## src/rtl/ram_bist_ctrl.sv

```systemverilog
// rtl/ram_bist_ctrl.sv - fill/readback self-test sequencer for a single-port RAM
module ram_bist_ctrl #(
  parameter int ADDR_W = 10,
  parameter int DATA_W = 8,
  parameter int DEPTH  = 1024
) (
  input  logic              clk,
  input  logic              rst,
  input  logic              start,
  input  logic [DATA_W-1:0] seed,
  output logic              busy,
  output logic              done,
  output logic              pass,
  output logic [ADDR_W:0]   err_count,
  output logic [ADDR_W-1:0] first_err_addr,
  output logic [ADDR_W-1:0] ram_addr,
  output logic [DATA_W-1:0] ram_din,
  input  logic [DATA_W-1:0] ram_dout,
  output logic              ram_we,
  output logic              ram_sel
);

  typedef enum logic [2:0] {
    S_IDLE,
    S_WRITE,
    S_READ_ADDR,
    S_READ_CHK,
    S_DONE
  } state_t;

  localparam logic [ADDR_W-1:0] LAST_ADDR = ADDR_W'(DEPTH - 1);

  state_t              state;
  state_t              state_next;
  logic [DATA_W-1:0]   seed_q;
  logic [DATA_W-1:0]   seed_next;
  logic [ADDR_W-1:0]   addr_next;
  logic [ADDR_W-1:0]   first_next;
  logic [ADDR_W:0]     err_next;
  logic                pass_next;
  logic                active_next;

  // exp(a) = 2*a + seed, truncated to DATA_W bits so the pattern wraps
  function automatic logic [DATA_W-1:0] pattern_at(input logic [ADDR_W-1:0] a,
                                                   input logic [DATA_W-1:0] s);
    logic [ADDR_W+DATA_W:0] twice;
    twice = {{DATA_W{1'b0}}, a, 1'b0};
    return twice[DATA_W-1:0] + s;
  endfunction

  // ram_addr doubles as the address counter; it returns to 0 outside a test
  always_comb begin
    state_next = state;
    seed_next  = seed_q;
    addr_next  = ram_addr;
    err_next   = err_count;
    first_next = first_err_addr;
    pass_next  = pass;
    unique case (state)
      S_IDLE: begin
        if (start) begin
          state_next = S_WRITE;
          seed_next  = seed;
          addr_next  = '0;
          err_next   = '0;
          first_next = '0;
          pass_next  = 1'b0;
        end
      end
      S_WRITE: begin
        if (ram_addr == LAST_ADDR) begin
          state_next = S_READ_ADDR;
          addr_next  = '0;
        end else begin
          addr_next = ram_addr + 1'b1;
        end
      end
      S_READ_ADDR: state_next = S_READ_CHK;
      S_READ_CHK: begin
        if (ram_dout != pattern_at(ram_addr, seed_q)) begin
          err_next = err_count + 1'b1;
          if (err_count == '0) first_next = ram_addr;
        end
        if (ram_addr == LAST_ADDR) begin
          state_next = S_DONE;
          addr_next  = '0;
          pass_next  = (err_next == '0);
        end else begin
          state_next = S_READ_ADDR;
          addr_next  = ram_addr + 1'b1;
        end
      end
      S_DONE:  state_next = S_IDLE;
      default: state_next = S_IDLE;
    endcase
    active_next = (state_next == S_WRITE) || (state_next == S_READ_ADDR) ||
                  (state_next == S_READ_CHK);
  end

  // Outputs are registered from the next state so they line up with it
  always_ff @(posedge clk) begin
    if (rst) begin
      state          <= S_IDLE;
      seed_q         <= '0;
      ram_addr       <= '0;
      err_count      <= '0;
      first_err_addr <= '0;
      pass           <= 1'b0;
      busy           <= 1'b0;
      done           <= 1'b0;
      ram_sel        <= 1'b0;
      ram_we         <= 1'b0;
      ram_din        <= '0;
    end else begin
      state          <= state_next;
      seed_q         <= seed_next;
      ram_addr       <= addr_next;
      err_count      <= err_next;
      first_err_addr <= first_next;
      pass           <= pass_next;
      busy           <= active_next;
      done           <= (state_next == S_DONE);
      ram_sel        <= active_next;
      ram_we         <= (state_next == S_WRITE);
      ram_din        <= (state_next == S_WRITE) ? pattern_at(addr_next, seed_next) : '0;
    end
  end

endmodule
```

## config.mk

```make
export PLATFORM = sky130hd
export DESIGN_NAME = ram_bist_ctrl
export DESIGN_NICKNAME = d
export VERILOG_FILES = /design/src/rtl/ram_bist_ctrl.sv
export SDC_FILE = /design/constraint.sdc
export NUM_CORES = 1
export LEC_CHECK = 0
export BUFFER_PORTS_ARGS = -buffer_cell sky130_fd_sc_hd__buf_2
export CAP_MARGIN = 20
export CORE_ASPECT_RATIO = 0.5
export CORE_MARGIN = 3
export CORE_UTILIZATION = 30
export DETAILED_ROUTE_END_ITERATION = 10
export HOLD_SLACK_MARGIN = 0.06
export SETUP_SLACK_MARGIN = 0.3
export SYNTH_ARGS = -nofsm -noshare
export SYNTH_HDL_FRONTEND = slang
export SYNTH_SLANG_ARGS = --single-unit
```

## constraint.sdc

```tcl
create_clock -name clk -period 5.9 [get_ports clk]
set_input_delay 1.18 -clock clk [delete_from_list [all_inputs] [get_ports clk]]
set_output_delay 1.18 -clock clk [all_outputs]
set_load 0.02 [all_outputs]
```

Yosys cells after proc, flatten, opt, wreduce, memory -nomap -nowiden
Cells that the tools add are included.
{ "totals": {"regBits": 54, "ram_bits": 0, "rom_bits": 0, "elab_cells": 62, "output_inout_bits": 44, "inputBits": 19, "n_memories": 0, "latchBits": 0} }
{ "op_classes": {"reduce_logical": 13, "muxes": 20, "addsub": 4, "n_div": 0, "n_eq_ne": 13, "n_shift": 0, "n_mul": 0, "bitwise": 1, "magnitude_cmp": 0} }
{ "op_table": {"columns": ["operator", "n"], "rows": [
  ["2-to-1 mux 10 bit", 5],
  ["case mux 10 bit (2 select lines)", 2],
  ["2-to-1 mux 11 bit", 3],
  ["zero test 11 bit", 2],
  ["case mux 11 bit (2 select lines)", 1],
  ["adder 8 bit", 2],
  ["2-to-1 mux 8 bit", 2],
  ["equality test 3 x 2 -> 1 bit (second input constant)", 4],
  ["case mux 3 bit (4 select lines)", 1],
  ["adder 11 x 1 -> 11 bit (second input constant)", 1],
  ["adder 10 x 1 -> 10 bit (second input constant)", 1],
  ["equality test 10 bit (second input constant)", 1],
  ["2-to-1 mux 3 bit", 3],
  ["inequality test 2 bit (second input constant)", 4],
  ["inequality test 8 bit", 1],
  ["equality test 3 x 1 -> 1 bit (second input constant)", 2],
  ["AND reduction 2 bit", 2],
  ["AND reduction 4 bit", 1],
  ["nonzero test 2 bit", 2],
  ["OR reduction 2 bit", 2],
  ["equality test 3 bit (second input constant)", 1],
  ["zero test 3 bit", 1],
  ["AND reduction 3 bit", 1],
  ["logical OR 1 bit", 2],
  ["3 further kinds", 4]
]} }

Logic depth before layout (Yosys ltp)
Gate-level depths: netlist of the first run.
{ "depth": {"depth_word": 7, "mapped_depth": 17, "depth_no_buf": 16} }

Least setup slack after synthesis of the first run
OpenSTA, ideal clock, no wires.
{ "synth_timing": {"path_kind": "input-to-reg", "startpoint": "in start", "endpoint": "reg ram_din[7]", "arrival_ps": 3508, "stages": 14, "slack_ps": 2267, "required_time_ps": 5775, "n_path_buf": 1, "setup_ps": 125, "path_cell_list": "or4b_2 clkbuf_1 nand2_1 o21ai_0 nand2_1 o21ai_0 ha_1 nor2b_1 o21ai_0 nand2b_1 a21o_1 a21oi_1 xnor2_1 nor2_1"} }
{ "synth_via": {"elab_cells_between_ends": 10, "classes_between": "1 x add/sub; 1 x eq/ne; 6 x mux; 1 x bitwise; 1 x reduce/logical"} }
{ "synth_rtl": {"columns": ["element", "line", "source"], "rows": [
  ["start: declaration", "9", "input logic start,"],
  ["2-to-1 mux 10 bit", "61", "if (start) begin"],
  ["case mux 10 bit (2 select lines)", "59", "unique case (state)"],
  ["via addr_next[2]", "37", "logic [ADDR_W-1:0] addr_next;"],
  ["adder 8 bit", "48", "return twice[DATA_W-1:0] + s;"],
  ["end signal: assignment", "125", "ram_din <= (state_next == S_WRITE) ? pattern_at(addr_next, seed_next) : '0;"],
  ["end: declaration", "17", "output logic [DATA_W-1:0] ram_din,"]
]} }
The timed path passes the listed nets, and every way through them passes these cells. The select of a mux whose other input is x is not followed.
A chain may end at the register's enable or synchronous reset.

Final worst setup path of the first run
Same ends and word-level chain as after synthesis.

==> reports/metrics.csv, run 1 <==
stage,metric,value,unit
floorplanning,Die Ht,77.1,microns
flow_run,max-cap violations,0,
sta,skew final,0.00752,ns
detailed_routing,post-route ant nets,0,
detailed_routing,drt total wl,7640,microns
synth,ys async rst share,0,%
power_and_ir_drop,Seq pwr share,49.0,%
power_and_ir_drop,leakage,1.54,nW
place,Placed Cells,545,
sta,final hold vios,0,
global_routing,grt total ovfl,0,
critical_path,critical path class,in2reg,
synth,register area share after synthesis,35.6,%
synth,Post-Syn Area,3040,sq um
power_and_ir_drop,Logic pwr share,12.1,%
critical_path,worst reg2reg setup slack,2.33,ns
place,PortBufs,62,
detailed_routing,via density per instance,4.92,
synth,#FFs+latches synth,54,
sta,final slew viol count,0,
sta,Fin Setup TNS,0,ns
synth,Mapped Cells,369,
status,outcome,"complete, no violations",
clock_network,clock root buffer,clkbuf_16,
synth,yosys warns,0,
power_and_ir_drop,Clk pwr share,38.9,%
min_path,hold path cells,2,
clock_network,clk_lat worst skew,0.30,ns
sta,setup slack after layout,2.07,ns
clock_network,# resized after CTS,0,
final_layout,Layout Nets,453,
power_and_ir_drop,P_sw,0.197,mW
clock_network,cts hold-fix bufs,0,
min_path,Worst Hold Class,reg2reg,
synth,Synth area leaders,"dfxtp_1 (36%), nand2_1 (6.7%), ha_1 (6.2%)",
min_path,Hold EP,first_err_addr[7]$_SDFFE_PP0P_,
sta,Slew HR,41.4,%
clock_network,H-Tree Depth,2,
global_routing,antenna violations before repair,0,
floorplanning,Initial Util,31.5,%
global_routing,largest net degree at the start of global routing,46,
synth,Post-synth EDFFs,0,
sta,crit share post-route,64.8,%
place,routability cong.,0.808,
critical_path,Critical Path RT,6.07,ns
critical_path,r2r startpoint,ram_addr[1]$_SDFF_PP0_,
min_path,min-delay src,first_err_addr[7]$_SDFFE_PP0P_,
sta,Max Fclk,0.261,GHz
synth,distinct cell type count after synthesis,53,
detailed_routing,DR iter-0 viols,174,
final_layout,area grow syn2layout,17.6,%
clock_network,CTS tree,done,
sta,RSZ-0062 raised after global routing,false,
synth,Mapped Avg Cell Area,8.23,sq um
global_routing,Total GRT Usage,13.4,%
power_and_ir_drop,switching part of the total,25.5,%
sta,Final Setup Violations,0,
floorplanning,# IOs,63,
floorplanning,Die ar.,11400,sq um
final_layout,"leading cell types in the layout, fill and taps excluded","buf_2 (62), nand2_1 (54), dfxtp_1 (54), nor2_1 (30), a21oi_1 (30)",
clock_network,CTS Sinks,54,
final_layout,"Design Area, Final",3570,sq um
final_layout,fill cell count,1043,
place,placed instance area,3420,sq um
critical_path,Worst setup EP type,flip-flop,
global_routing,vias in the first global route,2536,
power_and_ir_drop,P_int,0.578,mW
final_layout,"commonest non-fill, non-tap cell in the layout",buf_2,
critical_path,Critical Path Fanout Max,19,
sta,minimum clock period,3.83,ns
synth,Synth Flop Type,dfxtp_1,
final_layout,share of cells above drive strength 1,18.9,%
clock_network,post-CTS setup buffer count,0,
synth,syn nets,405,
synth,Synth area leader,dfxtp_1,
place,Detailed Place HPWL,5500,microns
detailed_routing,number of detailed-route iterations in the first pass,4,
clock_network,TritonCTS buffer count,5,
floorplanning,Std-Cell Core Area,9630,sq um
critical_path,critical path arrival,4.00,ns
power_and_ir_drop,worst vdd ir,0.0000789,V
critical_path,r2r endpoint,ram_din[7]$_SDFF_PP0_,
final_layout,Antenna Cells,0,
clock_network,Bufs on Longest Clock Path,2,
detailed_routing,vias,2721,
place,dpl ws,1.75,ns
floorplanning,die width,148,microns
global_routing,first-pass GRT wire length,12500,microns
clock_network,"Reg clk slew, reported paths",0.07,ns
power_and_ir_drop,pwr dens,217,nW/um^2
detailed_routing,wire length per cell,13.8,microns
critical_path,CP startpoint kind,primary input,
sta,worst-margin pin slew,0.879,ns
synth,top cell type's share of synthesized area,35.6,%
critical_path,Reg2Reg Depth,16,
floorplanning,Core Rows,25,
detailed_routing,DRC,0,
final_layout,Final Instance Count excl. Fillers,553,
worst max path at each step:
stage / from / endpoint / slack, ns / depth (start not counted)
floorplan: start / ram_din[7]$_SDFF_PP0_ / 2.27 / 14
global placement: start / ram_din[7]$_SDFF_PP0_ / 1.84 / 14
detailed placement: start / ram_din[7]$_SDFF_PP0_ / 1.75 / 14
CTS: start / ram_din[7]$_SDFF_PP0_ / 2.07 / 14
global route: start / ram_din[7]$_SDFF_PP0_ / 1.81 / 14
finish: start / ram_din[7]$_SDFF_PP0_ / 2.07 / 14
cells by family after synthesis:
family	Yosys count	share of synthesized area (%)
multiplexers	6	2.06
AO/OA/AOI/OAI	82	17.2
flip-flops	54	35.6
buffers and inverters	31	4.70
adder cells (fa/ha/maj)	17	7.50
XOR/XNOR	21	6.51
AND/OR/NAND/NOR	158	26.4
layer usage:
| metal | part of all wire [%] | up-vias | track usage (%) |
|---|---|---|---|
| li1 | - | 1405 | - |
| met1 | 49 | 1254 | 17.9 |
| met5 | 0 | - | 0 |
| met2 | 44 | 55 | 20.9 |
| met4 | 1.3 | 0 | 2.86 |
| met3 | 6.0 | 7 | 4.66 |
power by group through the flow:
stage	clock network, mW	logic [mW]	registers [mW]
final	0.302	0.0936	0.380
after floorplan	0	0.0615	0.393
after detailed placement	0	0.0942	0.389
after global routing	0.332	0.105	0.381
after global placement	0	0.0936	0.389
after CTS	0.311	0.0945	0.380
per-stage QoR:
stage / hold WS (ns) / power [mW] / utilization [%]
floorplan: 0.462 / 0.455 / -
global placement: 0.466 / 0.482 / 35.5
detailed placement: 0.472 / 0.483 / 35.5
CTS: 0.485 / 0.786 / 37.1
global route: 0.498 / 0.819 / 37.1
finish: 0.481 / 0.776 / 37.1
registers in the layout, indices dropped and copies added (netlist names):
name / cells
done: 1
err_count: 11
first_err_addr: 10
pass: 1
ram_addr: 10
ram_din: 8
ram_sel: 1
ram_we: 1
seed_q: 8
state: 3
Yosys cell counts, types with 5 or more instances:
library cell and number:
a311oi_1 5, xor2_1 6, nor2b_1 8, o21ai_0 15, nor2_1 30, a21oi_1 30
nor3_1 10, dfxtp_1 54, clkbuf_1 19, inv_1 8, xnor2_1 14, a211oi_1 6
nand2b_1 5, nand2_1 54, nand3b_1 10, nand3_1 11, and3_1 9, o21ai_1 5
ha_1 15
worst max-delay path: stages:
cell and delay, ns:
buf_2 0.11, or4b_2 0.85, nand2_1 0.27, o21ai_0 0.12, nand2_1 0.07, o21ai_0 0.10, ha_1 0.33, nor2b_1 0.15
o21ai_0 0.15, nand2b_1 0.11, a21o_1 0.19, a21oi_1 0.18, xnor2_1 0.13, nor2_1 0.05
area by class of cell:
type                            count  area, sq um  area share, %
Multi-Input combinational cell    284         1820           50.9
Timing Repair Buffer               64          325           9.11
Tap cell                          135          169           4.73
Inverter                            8         30.0          0.841
Clock inverter                      1         5.00          0.140
Sequential cell                    54         1080           30.3
Clock buffer                        7          143           3.99
Note: power is estimated with default switching activity, not from simulation.
==> inputs of run 2 (changes only) <==
clock period = 3.5 ns   (was 5.9 ns; I/O delays follow)
==> reports/metrics.csv, run 2 (synthesis gave the netlist of run 1 again) <==
stage,metric,value,unit
status,outcome,"complete, no violations",
detailed_routing,vias,2765,
clock_network,"Reg clk slew, reported paths",0.07,ns
clock_network,CTS tree,done,
place,Detailed Place HPWL,5670,microns
sta,Slew HR,41.6,%
critical_path,Worst path depth,16,
floorplanning,Die Ht,77.1,microns
clock_network,clock root buffer,clkbuf_16,
flow_run,max-cap violations,0,
critical_path,Reg2Reg Depth,16,
sta,Max Fclk,0.335,GHz
sta,crit share post-route,85.4,%
sta,setup slack after layout,0.512,ns
final_layout,Antenna Cells,0,
critical_path,Critical Path Fanout Max,7,
clock_network,Bufs on Longest Clock Path,2,
sta,worst-margin pin slew,0.875,ns
detailed_routing,post-route ant nets,0,
final_layout,biggest regs,"err_count (11), first_err_addr (10), ram_addr (10)",
clock_network,clk_lat worst skew,0.30,ns
detailed_routing,wire length per cell,13.8,microns
sta,Final Setup Violations,0,
floorplanning,Initial Util,31.5,%
floorplanning,Std-Cell Core Area,9630,sq um
detailed_routing,via density per instance,4.92,
detailed_routing,number of detailed-route iterations in the first pass,6,
detailed_routing,DRC,0,
critical_path,CP startpoint kind,flip-flop,
critical_path,family with the most delay on the worst path,simple AND/OR/NAND/NOR gates,
global_routing,antenna violations before repair,0,
critical_path,Critical Path RT,3.67,ns
power_and_ir_drop,pwr dens,370,nW/um^2
global_routing,first-pass GRT wire length,12900,microns
critical_path,Most common cell on crit path,o21ai_0,
critical_path,r2r startpoint,ram_addr[1]$_SDFF_PP0_,
place,routability cong.,0.770,
place,dpl ws,0.140,ns
detailed_routing,DR iter-0 viols,165,
critical_path,critical path arrival,3.16,ns
sta,skew final,0.00863,ns
final_layout,Layout Nets,462,
min_path,min-delay src,first_err_addr[8]$_SDFFE_PP0P_,
floorplanning,die width,148,microns
critical_path,critical path class,reg2reg,
floorplanning,# IOs,63,
min_path,Worst Hold Class,reg2reg,
final_layout,"commonest non-fill, non-tap cell in the layout",buf_2,
critical_path,Critical path origin,ram_addr[1]$_SDFF_PP0_,
critical_path,Worst setup EP type,flip-flop,
final_layout,area grow syn2layout,22.3,%
global_routing,largest net degree at the start of global routing,46,
final_layout,Top reg by flops,err_count,
final_layout,"Design Area, Final",3710,sq um
final_layout,max FFs per register,11,
min_path,hold path cells,2,
final_layout,share of cells above drive strength 1,23.0,%
sta,minimum clock period,2.99,ns
clock_network,TritonCTS buffer count,5,
detailed_routing,drt total wl,7730,microns
global_routing,vias in the first global route,2593,
place,PortBufs,62,
sta,Fin Setup TNS,0,ns
floorplanning,Die ar.,11400,sq um
clock_network,cts hold-fix bufs,0,
global_routing,Total GRT Usage,13.6,%
sta,final hold vios,0,
global_routing,grt total ovfl,0,
sta,RSZ-0062 raised after global routing,false,
clock_network,CTS Sinks,54,
floorplanning,Core Rows,25,
power_and_ir_drop,worst vdd ir,0.000144,V
critical_path,CP Cell Sequence,ha_2 > nand3_2 > nor3_2 > and3_4 > nand2b_4 > o21ai_0 > nand2_1 > o21ai_0 > ha_1 > nor2b_1 > o21ai_1 > nand2b_1 > a21o_1 > a21oi_1 > xnor2_1 > nor2_1,
critical_path,Worst path max stage delay,0.40,ns
sta,final slew viol count,0,
power_and_ir_drop,leakage,1.60,nW
clock_network,H-Tree Depth,2,
critical_path,"Buf+Inv Stages, Crit Path",0,
place,placed instance area,3480,sq um
critical_path,CP max-delay cell,dfxtp_4,
final_layout,"leading cell types in the layout, fill and taps excluded","buf_2 (62), nand2_1 (54), dfxtp_1 (51), nor2_1 (30), a21oi_1 (30)",
run 2: cell count changes in the layout (fill, tap and decap cells not counted), sizes merged:
cell and change:
bufinv +1, buf +9, clkbuf -1, clkinv -1, clkinvlp +1
run 2: stage by stage:
stage                     utilization [%]  instances  total power [mW]  hold WS [ns]
final                                38.5        562              1.37         0.474
after global routing                 38.5        562              1.45         0.496
after CTS                            38.0        559              1.39         0.476
after detailed placement             36.2        551             0.822         0.465
after global placement               36.2        551             0.820         0.466
after floorplan                         -        369             0.767         0.462
run 2: worst min-delay path, cell delays in order, from the launching register on:
cell      delay [ns]
dfxtp_1         0.31
nand3b_1        0.07
a21oi_1         0.05
run 2: layer usage:
| layer | wire length (microns) | GRT usage [%] |
|---|---|---|
| met5 | 0 | 0 |
| met3 | 393 | 3.90 |
| met2 | 3390 | 21.1 |
| met1 | 3850 | 18.4 |
| met4 | 96 | 3.96 |
run 2: final timing paths:
check	to	slack, ns
max	ram_din[7]$_SDFF_PP0_	0.51
min	first_err_addr[8]$_SDFFE_PP0P_	0.47
min reg2reg	first_err_addr[8]$_SDFFE_PP0P_	0.47
max reg2reg	ram_din[7]$_SDFF_PP0_	0.51
run 2: power by group:
part           leakage, nW  total [mW]  switching, mW  internal [mW]
logic                 1.08       0.170          0.101         0.0692
clock network       0.0771       0.562          0.224          0.338
registers            0.440       0.640         0.0103          0.629
run 2: cell type report:
class	count	area [sq um]
flip-flops and latches	54	1090
well taps	135	169
repair buffers	73	405
multi-input cells	284	1850
inverters	8	30.0
fillers	1051	5920
clock buffers	6	129
clock inverters	2	37.5
run 2: timing repair:
item,CTS,global route
pin swaps,1,3
buffers inserted,0,3
resized for setup,3,11
endpoints found under the setup margin,2,23
